### src/rtl/alarme_pkg.sv
// alarme_pkg: shared definitions for the alarm controller.
//   - state encoding (IDLE..SIREN) and its 3-bit width
//   - trigger-event counter width and its saturation value
//   - small helper for the saturating event increment
package alarme_pkg;

    localparam int unsigned ST_W = 3;

    // Codes 5..7 are unused; the FSM treats them as illegal and returns to IDLE.
    typedef enum logic [ST_W-1:0] {
        IDLE  = 3'd0,
        EXIT  = 3'd1,
        ARMD  = 3'd2,
        ENTRY = 3'd3,
        SIREN = 3'd4
    } state_e;

    localparam int unsigned    EVT_W   = 4;
    localparam logic [EVT_W-1:0] EVT_MAX = 4'd15;

    // Increment that holds at EVT_MAX instead of wrapping.
    function automatic logic [EVT_W-1:0] evt_sat_inc(input logic [EVT_W-1:0] cur);
        if (cur == EVT_MAX) begin
            return cur;
        end
        return cur + EVT_W'(1);
    endfunction

endpackage

### src/rtl/cont_regressivo.sv
// cont_regressivo: CW-bit loadable down-counter used for the exit, entry and
// siren delays.
// Ports:
//   clk   in   clock, rising edge
//   rst   in   synchronous active-high reset (counter -> 0)
//   load  in   load counter with val
//   clr   in   clear counter to 0 (wins over load)
//   val   in   CW-bit load value
//   zero  out  counter is 0
// The counter decrements every cycle while non-zero and holds at 0.
module cont_regressivo #(
    parameter int unsigned CW = 8
) (
    input  logic          clk,
    input  logic          rst,
    input  logic          load,
    input  logic          clr,
    input  logic [CW-1:0] val,
    output logic          zero
);

    logic [CW-1:0] cnt_q;
    logic [CW-1:0] cnt_d;

    always_comb begin
        cnt_d = cnt_q;
        if (clr) begin
            cnt_d = '0;
        end else if (load) begin
            cnt_d = val;
        end else if (cnt_q != '0) begin
            cnt_d = cnt_q - CW'(1);
        end
    end

    always_ff @(posedge clk) begin
        if (rst) begin
            cnt_q <= '0;
        end else begin
            cnt_q <= cnt_d;
        end
    end

    assign zero = (cnt_q == '0);

endmodule

### src/rtl/alarme_ctrl.sv
// alarme_ctrl: sequential alarm controller downstream of the sensor logic.
// Adds arming/disarming, an exit delay, an entry delay, a timed siren with
// retrigger and a saturating count of siren triggers.
// Ports:
//   clk    in   clock, rising edge
//   rst    in   synchronous active-high reset
//   A      in   alarm condition from the sensor-logic stage
//   ARM    in   arm request (honoured only in IDLE)
//   DIS    in   disarm request (honoured in every state, highest priority)
//   SIR    out  siren drive
//   ARMED  out  armed indicator
//   PEND   out  entry-delay warning
//   ST     out  current state code
//   EVT    out  siren trigger count, saturating at 15
// Moore machine: every output is decoded from registered state only.
module alarme_ctrl
    import alarme_pkg::*;
#(
    parameter int unsigned EXIT_DLY   = 8,
    parameter int unsigned ENTRY_DLY  = 4,
    parameter int unsigned SIREN_TIME = 16,
    parameter int unsigned CW         = 8
) (
    input  logic             clk,
    input  logic             rst,
    input  logic             A,
    input  logic             ARM,
    input  logic             DIS,
    output logic             SIR,
    output logic             ARMED,
    output logic             PEND,
    output logic [ST_W-1:0]  ST,
    output logic [EVT_W-1:0] EVT
);

    // Loads are duration-1 because the state is entered on the load edge and
    // left on the edge that sees the counter at 0.
    localparam logic [CW-1:0] EXIT_LD  = CW'(EXIT_DLY - 1);
    localparam logic [CW-1:0] ENTRY_LD = CW'(ENTRY_DLY - 1);
    localparam logic [CW-1:0] SIREN_LD = CW'(SIREN_TIME - 1);

    state_e           state_q;
    state_e           state_d;
    logic [EVT_W-1:0] evt_q;
    logic [EVT_W-1:0] evt_d;

    logic             cnt_load;
    logic             cnt_clr;
    logic [CW-1:0]    cnt_val;
    logic             cnt_zero;
    logic             evt_inc;

    cont_regressivo #(
        .CW(CW)
    ) u_cnt (
        .clk  (clk),
        .rst  (rst),
        .load (cnt_load),
        .clr  (cnt_clr),
        .val  (cnt_val),
        .zero (cnt_zero)
    );

    // Next-state logic. DIS overrides everything, including a counter expiry
    // on the same edge, so no event is counted in that case.
    always_comb begin
        state_d  = state_q;
        cnt_load = 1'b0;
        cnt_clr  = 1'b0;
        cnt_val  = '0;
        evt_inc  = 1'b0;

        if (DIS) begin
            state_d = IDLE;
            cnt_clr = 1'b1;
        end else begin
            case (state_q)
                IDLE: begin
                    if (ARM) begin
                        state_d  = EXIT;
                        cnt_load = 1'b1;
                        cnt_val  = EXIT_LD;
                    end
                end
                EXIT: begin
                    // A is deliberately ignored while the occupant leaves.
                    if (cnt_zero) begin
                        state_d = ARMD;
                    end
                end
                ARMD: begin
                    if (A) begin
                        state_d  = ENTRY;
                        cnt_load = 1'b1;
                        cnt_val  = ENTRY_LD;
                    end
                end
                ENTRY: begin
                    // Dropping A here does not cancel the entry delay.
                    if (cnt_zero) begin
                        state_d  = SIREN;
                        cnt_load = 1'b1;
                        cnt_val  = SIREN_LD;
                        evt_inc  = 1'b1;
                    end
                end
                SIREN: begin
                    if (cnt_zero) begin
                        if (A) begin
                            cnt_load = 1'b1;
                            cnt_val  = SIREN_LD;
                            evt_inc  = 1'b1;
                        end else begin
                            state_d = ARMD;
                        end
                    end
                end
                default: begin
                    state_d = IDLE;
                end
            endcase
        end
    end

    always_comb begin
        evt_d = evt_q;
        if (evt_inc) begin
            evt_d = evt_sat_inc(evt_q);
        end
    end

    always_ff @(posedge clk) begin
        if (rst) begin
            state_q <= IDLE;
            evt_q   <= '0;
        end else begin
            state_q <= state_d;
            evt_q   <= evt_d;
        end
    end

    // Output decode from registered state.
    always_comb begin
        SIR   = 1'b0;
        ARMED = 1'b0;
        PEND  = 1'b0;
        case (state_q)
            ARMD: begin
                ARMED = 1'b1;
            end
            ENTRY: begin
                ARMED = 1'b1;
                PEND  = 1'b1;
            end
            SIREN: begin
                ARMED = 1'b1;
                SIR   = 1'b1;
            end
            default: begin
                SIR   = 1'b0;
            end
        endcase
    end

    assign ST  = state_q;
    assign EVT = evt_q;

endmodule

### config.mk
export PLATFORM = sky130hd
export DESIGN_NAME = alarme_ctrl
export DESIGN_NICKNAME = d
export VERILOG_FILES = /design/src/rtl/alarme_pkg.sv /design/src/rtl/cont_regressivo.sv /design/src/rtl/alarme_ctrl.sv
export SDC_FILE = /design/constraint.sdc
export NUM_CORES = 1
export LEC_CHECK = 0
export ABC_AREA = 1
export BUFFER_PORTS_ARGS = -buffer_cell sky130_fd_sc_hd__buf_2
export CAP_MARGIN = 20
export CORE_MARGIN = 5
export CORE_UTILIZATION = 50
export DETAILED_ROUTE_END_ITERATION = 6
export GPL_TIMING_DRIVEN = 0
export MAX_ROUTING_LAYER = met4
export PLACE_DENSITY = 0.74
export SLEW_MARGIN = 20
export SYNTH_ARGS = -nofsm -noshare
export SYNTH_HDL_FRONTEND = slang
export SYNTH_SLANG_ARGS = --single-unit
### constraint.sdc
create_clock -name clk -period 2.3 [get_ports clk]
set_clock_uncertainty 0.15 [all_clocks]
set_input_delay 0.575 -clock clk [delete_from_list [all_inputs] [get_ports clk]]
set_output_delay 0.575 -clock clk [all_outputs]
set_load 0.03 [all_outputs]
==> results.json, run 1 <==
{
  "critPathLaunchType": "flip-flop",
  "coreArea_sq_mm": 0.00173,
  "drt_wl_total_um": 1890,
  "grt_pass1_wl_um": 3310,
  "synthArstFlopShare_pct": 0,
  "hold_depth": 2,
  "syn_area_per_cell_sq_um": 6.73,
  "cts.sinks": 15,
  "grt_use_total_pct": 16.4,
  "antenna_left": 0,
  "tightestPinTransition_ns": 0.299,
  "holdWs_ns": 0.389,
  "syn_area_sq_um": 908,
  "cap_violations": 0,
  "dp_hpwl_um": 1510,
  "synth-xor-area-share_pct": 4.82,
  "die_h_um": 52.6,
  "layout-drive-gt1-share_pct": 22.9,
  "synthMuxAreaShare_pct": 0,
  "arrival_ns": 1.28,
  "die_w_um": 52.6,
  "cts.path.max_buffers": 2,
  "setup_viol": 0,
  "grt_pass1_vias": 829,
  "yosys-top-cells-area": "dfxtp_1 (33%), nand2_1 (9.9%), inv_1 (8.3%)",
  "synthAdderAreaFrac_pct": 4.13,
  "path_class": "reg -> out",
  "synth_common_cells": "nand2_1 (24), inv_1 (20), nor2_1 (20)",
  "rr_endpoint": "EVT[2]",
  "areaGrowthSynthToFinish_pct": 14.2,
  "cts_root_buf": "clkbuf_4",
  "p_per_area_mw_per_mm2": 1270,
  "num_vias": 867,
  "drv_slew": 0,
  "grt_max_degree": 10,
  "crit_path_end_kind": "output port",
  "rr_worst_depth": 9,
  "max_slew_margin_pct": 80.0,
  "yosys.area_share.simple_pct": 40.4,
  "min_period_ns": 2.00,
  "postCtsSetupRepairBufs": 0,
  "yosys.cell_count.top_type": "nand2_1",
  "htree_levels": 1,
  "fin_crit_sh_pct": 87.0,
  "hold_buffers": 0,
  "synth.top_cell.area_share_pct": 33.1,
  "cts_buffers": 3,
  "yosys_register_bits": 15,
  "drt_iter0_markers": 6,
  "io_buffers": 14,
  "worstReg2RegStart": "u_cnt.cnt_q[0]",
  "hold_viol_final": 0,
  "fin_setup_tns_ns": 0,
  "synth_cell_types": 17,
  "p_total_uw": 1320,
  "rows": 15,
  "drc_errors": 0,
  "cts_tree": "yes",
  "ys_warn_count": 0,
  "clk_latency_ns": 0.28,
  "via_per_inst": 4.87,
  "crit_fanout": 6,
  "ys_seq_area_share_pct": 33.1,
  "overflow": 0,
  "status": "finished clean",
  "cp.required_ns": 1.57,
  "dieArea_sq_mm": 0.00277,
  "synthFlopType": "dfxtp_1",
  "min_to": "u_cnt.cnt_q[7]",
  "hp-start": "u_cnt.cnt_q[7]",
  "synth_edf_count": 0,
  "path_clk_slew_ns": 0.09,
  "regToRegSetupSlack_ns": 0.68,
  "yosysTopAreaCell": "dfxtp_1",
  "ir_drop_mv": 0.585,
  "ios": 15,
  "synth_top_family_by_area": "simple AND/OR/NAND/NOR gates",
  "gp_congestion": 0.873,
  "synth_cells": 135,
  "p_leak_uw": 0.000552,
  "antenna_found_initial": 0,
  "start_util_pct": 52.6,
  "max_freq_mhz": 500,
  "dr.pass1.iters": 4,
  "post_cts_resized": 0,
  "rsz0062_at_grt": "no",
  "wl_per_cell_um": 10.6,
  "synthesis.nets": 143,
  "hp-class": "reg -> reg",
  "synth-compound-area-share_pct": 9.37,
  "n_antenna_cell": 0,
  "nNetsFinal": 162
}
-- logic make-up after synthesis --
family                   after synthesis
adder cells (fa/ha/maj)                3
AO/OA/AOI/OAI                         17
buffers and inverters                 20
AND/OR/NAND/NOR                       75
XOR/XNOR                               5
flip-flops                            15
-- worst max-delay path, stage by stage, from the launching register on --
cell and delay, ns:
dfxtp_1 0.39, inv_1 0.13, nor2_2 0.11, nand2_1 0.08, inv_1 0.08, buf_2 0.20
-- where the power goes --
part | internal [uW] | total (uW) | switching (uW)
logic | 287 | 795 | 508
clock network | 64.6 | 145 | 80.7
registers | 323 | 378 | 55.0
-- worst max path at each step --
stage,slack (ns),cells after the start,endpoint,from
final,0.30,5,PEND,ST[1]
after global routing,0.15,5,PEND,ST[1]
after global placement,0.64,4,ARMED,ST[0]
after floorplan,0.16,2,ARMED,ST[1]
after CTS,0.29,5,PEND,ST[1]
after detailed placement,0.61,5,PEND,ST[1]
-- layer usage --
layer  wire, um  track usage (%)
met4         12             3.83
met1        843             17.9
met3         49             5.41
met5          0                -
met2        980             28.5
-- metrics by stage --
stage / cells / instance area (sq um) / setup slack, ns / utilization (%)
finish: 178 / 1040 / 0.299 / 60.1
detailed placement: 174 / 1010 / 0.606 / 58.5
global route: 178 / 1040 / 0.152 / 60.1
floorplan: 135 / 908 / 0.157 / -
global placement: 174 / 1010 / 0.637 / 58.5
CTS: 178 / 1040 / 0.285 / 60.1
-- flip-flops by register name, summed over array words and instances, names as in the netlist --
signal and count:
u_cnt.cnt_q 8, EVT 4, ST 3
-- cells in the final DEF, fill, tap and decap left out --
master    synthesis  final
a21oi_1           8      8
buf_2             0     14
clkbuf_4          0      3
clkinv_2          0      1
dfxtp_1          15     15
ha_1              3      3
inv_1            20     20
nand2_1          24     24
nand2_2           7      7
nand3_1           9      9
nand3_2           4      4
nand3b_1          1      1
nand4_1           2      2
nor2_1           20     20
nor2_2            5      5
nor2_4            1      1
nor3_1            2      2
o21ai_0           9      9
xnor2_1           2      2
xor2_1            3      3
-- cell type report --
type / instances / area [sq um]
fill: 179 / 689
multi-input combinational: 100 / 533
sequential: 15 / 300
inverter: 20 / 75.1
timing repair buffer: 14 / 70.1
tap: 25 / 31.3
clock buffer: 3 / 22.5
clock inverter: 1 / 5.00
No activity file was read; power rests on OpenSTA's default activity.
==> run 2: changes to the inputs <==
Settings changed: ABC_AREA 1 to not set, CTS_BUF_LIST set to sky130_fd_sc_hd__clkbuf_16, SLEW_MARGIN 20 to not set.
==> run 2 against run 1 <==
Net effect: setup slack worse by 0.050 ns; sequential share of layout area is 1.0 points lower; flip-flop and latch count stayed put; via count is 8.8% lower; synthesized cell count is 25% lower; maximum frequency is 2.5% lower; power is 29% lower.
==> results.json, run 2 <==
{
  "syn_area_per_cell_sq_um": 8.86,
  "synthAdderAreaFrac_pct": 4.20,
  "fillers": 137,
  "max_slew_margin_pct": 66.3,
  "dr.pass1.iters": 2,
  "place_area_sq_um": 996,
  "slowest_stage": "or4_1",
  "seq_power_share_pct": 33.0,
  "path_clk_slew_ns": 0.05,
  "die_h_um": 52.3,
  "synthArstFlopShare_pct": 0,
  "drt_iter0_markers": 4,
  "cap_violations": 0,
  "synth_cells": 101,
  "fin_setup_tns_ns": 0,
  "overflow": 0,
  "rsz0062_at_grt": "no",
  "wl_per_cell_um": 12.5,
  "cts.path.max_buffers": 2,
  "areaGrowthSynthToFinish_pct": 20.3,
  "cp.required_ns": 2.32,
  "tightestPinTransition_ns": 0.493,
  "arrival_ns": 2.07,
  "synth_top_family_by_area": "simple AND/OR/NAND/NOR gates",
  "yosys_register_bits": 15,
  "drt_wl_total_um": 1810,
  "htree_levels": 1,
  "setup_viol": 0,
  "coreArea_sq_mm": 0.00171,
  "combPwrFrac_pct": 31.2,
  "synth_common_cells": "dfxtp_1 (15), nor2_1 (9), a21oi_1 (6)",
  "post_cts_resized": 0,
  "p_sw_share_pct": 31.7,
  "ios": 15,
  "setup_ws_ns": 0.249,
  "grt_max_degree": 11,
  "synth.top_cell.area_share_pct": 33.6,
  "cts.sinks": 15,
  "path_class": "reg -> reg",
  "yosys-top-cells-area": "dfxtp_1 (34%), ha_1 (4.2%), nor2_1 (3.8%)",
  "grt_pass1_wl_um": 3190,
  "p_leak_uw": 0.000463,
  "clkPwrFrac_pct": 35.9,
  "yosys.cell_count.top_type": "dfxtp_1",
  "grt_pass1_vias": 725,
  "hp-class": "reg -> reg",
  "ys_seq_area_share_pct": 33.6,
  "num_vias": 791,
  "largest_reg_flops": 8,
  "p_sw_uw": 296,
  "synthesis.nets": 109,
  "hold_viol_final": 0,
  "mostFrequentLayoutCells": "dfxtp_1 (15), buf_2 (15), nor2_1 (9)",
  "clk_latency_ns": 0.24,
  "gp_congestion": 0.791,
  "crit_path_end_kind": "flip-flop",
  "p_per_area_mw_per_mm2": 865,
  "start_util_pct": 52.4,
  "antenna_left": 0,
  "cts_root_buf": "clkbuf_16",
  "path_cells": "inv_1 -> ha_1 -> nor3b_2 -> nand2_4 -> or4_1 -> a21oi_1",
  "synthMuxAreaShare_pct": 5.87,
  "via_per_inst": 5.49,
  "yosysTopAreaCell": "dfxtp_1",
  "cp_slowest_stage_delay_ns": 0.49,
  "dp_hpwl_um": 1330,
  "max_freq_mhz": 487,
  "die_w_um": 52.3,
  "syn_area_sq_um": 895,
  "synth_cell_types": 47,
  "dp_slack_ns": 0.270,
  "drc_errors": 0,
  "synth-compound-area-share_pct": 20.6,
  "synth-xor-area-share_pct": 2.94,
  "n_antenna_cell": 0,
  "layout-drive-gt1-share_pct": 24.4,
  "postCtsSetupRepairBufs": 0,
  "nNetsFinal": 128,
  "ys_warn_count": 0,
  "internal-power_uw": 636,
  "status": "finished clean",
  "fin_crit_sh_pct": 89.2,
  "drv_slew": 0,
  "critPathLaunchType": "flip-flop",
  "rows": 15,
  "yosys.area_share.simple_pct": 28.8,
  "synthFlopType": "dfxtp_1",
  "grt_use_total_pct": 15.7,
  "top_register": "u_cnt.cnt_q",
  "cts_buffers": 3,
  "ir_drop_mv": 0.457,
  "dieArea_sq_mm": 0.00274,
  "design_area_sq_mm": 0.00108,
  "hold_buffers": 0,
  "min_period_ns": 2.05,
  "io_buffers": 14,
  "crit_fanout": 10,
  "synth_edf_count": 0,
  "antenna_found_initial": 0,
  "cts_tree": "yes"
}
run 2: critical path, delay by kind of cell, from the launching register on:
family | cells | cell delay [ns]
AND/OR/NAND/NOR | 3 | 1.02
buffers and inverters | 1 | 0.11
flip-flops | 1 | 0.34
adder cells (fa/ha/maj) | 1 | 0.19
AO/OA/AOI/OAI | 1 | 0.16
run 2: final timing paths:
check | from | end | slack, ns | cells past startpoint
hold reg to reg | EVT[1] | EVT[1] | 0.36 | 2
hold / removal | EVT[1] | EVT[1] | 0.36 | 2
setup / recovery | u_cnt.cnt_q[0] | EVT[3] | 0.25 | 6
setup reg to reg | u_cnt.cnt_q[0] | EVT[3] | 0.25 | 6
run 2: power groups by stage:
stage               Sequential, uW  Clock, uW  Combinational (uW)
global route                   310        354                 323
global placement               311          0                 281
CTS                            307        338                 291
finish                         307        334                 290
floorplan                      311          0                 231
detailed placement             312          0                 287
run 2: area by class of cell:
cell class	instances	area, sq um	area share [%]
clock inverters	1	5.00	0.465
clock buffers	3	75.1	6.98
multi-input cells	77	558	51.9
plain buffers	4	17.5	1.63
well taps	25	31.3	2.91
inverters	5	18.8	1.74
flip-flops and latches	15	300	27.9
repair buffers	14	70.1	6.51
run 2: per-layer routing:
metal	up-vias	share of wire (%)	GRT usage, %
met4	0	0.78	6.38
met1	372	48	20.1
met2	7	48	24.0
met3	2	2.6	3.42
met5	-	0	-
li1	410	-	-
run 2: per-stage QoR:
| stage | instances | util [%] | power (uW) | hold slack, ns |
|---|---|---|---|---|
| 2_1_floorplan | 101 | - | 542 | 0.323 |
| 3_3_place_gp | 140 | 58.3 | 592 | 0.343 |
| 3_5_place_dp | 140 | 58.3 | 599 | 0.358 |
| 4_1_cts | 144 | 63.0 | 936 | 0.369 |
| 5_1_grt | 144 | 63.0 | 986 | 0.398 |
| 6_report | 144 | 63.0 | 931 | 0.361 |
run 2: cell families after synthesis:
group / Yosys count
XOR/XNOR: 3
flip-flops: 15
AND/OR/NAND/NOR: 40
multiplexers: 5
adder cells (fa/ha/maj): 3
buffers and inverters: 9
AO/OA/AOI/OAI: 26
==> run 3: changes to the inputs <==
Settings changed: CORE_MARGIN 5 to 2, CORE_UTILIZATION 50 to 55, PLACE_DENSITY 0.74 to 0.8, TNS_END_PERCENT set to 50.
==> run 3 against run 2 <==
Net effect: setup slack improved by 0.059 ns; critical endpoint is now EVT[0]; utilization rose by 7.3 points; via count fell by 1.3%.
==> results.json, run 3 (synthesized netlist as in run 2, its figures left out) <==
{
  "path_class": "reg -> reg",
  "htree_levels": 1,
  "dr.pass1.iters": 4,
  "clk_latency_ns": 0.25,
  "dp_hpwl_um": 1370,
  "crit_end": "EVT[0]",
  "top_register": "u_cnt.cnt_q",
  "setup_viol": 0,
  "n_antenna_cell": 0,
  "io_buffers": 14,
  "max_freq_mhz": 502,
  "rsz0062_at_grt": "no",
  "grt_pass1_wl_um": 3070,
  "cts_tree": "yes",
  "drt_wl_total_um": 1820,
  "grt_max_degree": 11,
  "crit_path_end_kind": "flip-flop",
  "rr_endpoint": "EVT[0]",
  "num_vias": 781,
  "postCtsSetupRepairBufs": 0,
  "post_cts_resized": 0,
  "hp-class": "reg -> reg",
  "hold_viol_final": 0,
  "place_area_sq_um": 985,
  "coreArea_sq_mm": 0.00152,
  "cap_violations": 0,
  "ir_drop_mv": 0.643,
  "cts_root_buf": "clkbuf_16",
  "drv_slew": 0,
  "critPathLaunchType": "flip-flop",
  "drc_errors": 0,
  "antenna_found_initial": 0,
  "rows": 14,
  "crit_fanout": 10,
  "fin_setup_tns_ns": 0,
  "via_per_inst": 5.79,
  "drt_iter0_markers": 7,
  "p_leak_uw": 0.000465,
  "min_period_ns": 1.99,
  "die_w_um": 44.3,
  "dr_wl_met3_um": 48,
  "max_slew_margin_pct": 66.1,
  "path_clk_slew_ns": 0.05,
  "antenna_left": 0,
  "largest_reg_flops": 8,
  "grt_use_total_pct": 22.2,
  "grt_pass1_vias": 749,
  "wl_per_cell_um": 13.5,
  "layout-drive-gt1-share_pct": 24.4,
  "cts_buffers": 3,
  "tightestPinTransition_ns": 0.495,
  "worstSetupStartpoint": "u_cnt.cnt_q[0]",
  "die_h_um": 44.3,
  "ios": 15,
  "mostFrequentLayoutCells": "dfxtp_1 (15), buf_2 (15), nor2_1 (9)",
  "overflow": 0,
  "worstReg2RegStart": "u_cnt.cnt_q[0]",
  "arrival_ns": 1.98,
  "areaGrowthSynthToFinish_pct": 19.7,
  "cp.required_ns": 2.28,
  "wirelength_met1_um": 830,
  "cts.sinks": 15,
  "dieArea_sq_mm": 0.00197,
  "wl_met2_um": 929,
  "hold_buffers": 0,
  "rr_worst_depth": 6,
  "dr.max_layer_used": "met4",
  "design_area_sq_mm": 0.00107,
  "nNetsFinal": 128,
  "status": "finished clean",
  "regToRegSetupSlack_ns": 0.31,
  "start_util_pct": 58.7,
  "p_per_area_mw_per_mm2": 875,
  "gp_congestion": 0.772,
  "fin_crit_sh_pct": 86.6,
  "cts.path.max_buffers": 2
}
run 3: cell counts in the layout (fill, tap and decap cells not counted):
No cell type changed its count.
run 3: area by class of cell:
type,count,area (sq um)
multi-input combinational,77,564
buffer,4,17.5
clock buffer,3,75.1
inverter,5,18.8
tap,16,20.0
fill,127,453
clock inverter,1,5.00
sequential,15,300
timing repair buffer,14,70.1
run 3: how the worst min path moves through the flow:
stage / start / endpoint / slack, ns / cells past startpoint
global route: EVT[3] / EVT[3] / 0.38 / 2
detailed placement: EVT[3] / EVT[3] / 0.35 / 2
floorplan: u_cnt.cnt_q[0] / u_cnt.cnt_q[0] / 0.32 / 1
finish: EVT[3] / EVT[3] / 0.35 / 2
CTS: EVT[3] / EVT[3] / 0.36 / 2
global placement: EVT[3] / EVT[3] / 0.34 / 2
run 3: critical path, cell delays in order, from the launching register on:
cell and delay, ns:
dfxtp_1 0.34, inv_1 0.11, ha_1 0.21, nor3b_4 0.32, nand2_4 0.14, nor3_2 0.27, mux2_1 0.34
run 3: where the power goes:
| group | switching [uW] | internal (uW) |
|---|---|---|
| registers | 27.8 | 281 |
| logic | 165 | 128 |
| clock network | 103 | 232 |
| total | 296 | 641 |
run 3: metal layers:
metal,vias up,GRT usage (%)
met2,9,37.1
li1,408,-
met1,362,24.9
met3,2,7.35
met5,-,-
met4,0,7.27
run 3: per-stage QoR:
| stage | total power (uW) | std cells | utilization, % | setup WS (ns) | hold slack, ns |
|---|---|---|---|---|---|
| after global placement | 591 | 131 | 64.6 | 0.283 | 0.337 |
| after detailed placement | 597 | 131 | 64.6 | 0.237 | 0.351 |
| after global routing | 994 | 135 | 70.3 | 0.0970 | 0.376 |
| final | 938 | 135 | 70.3 | 0.307 | 0.354 |
| after floorplan | 542 | 101 | - | 0.184 | 0.323 |
| after CTS | 939 | 135 | 69.9 | 0.205 | 0.360 |
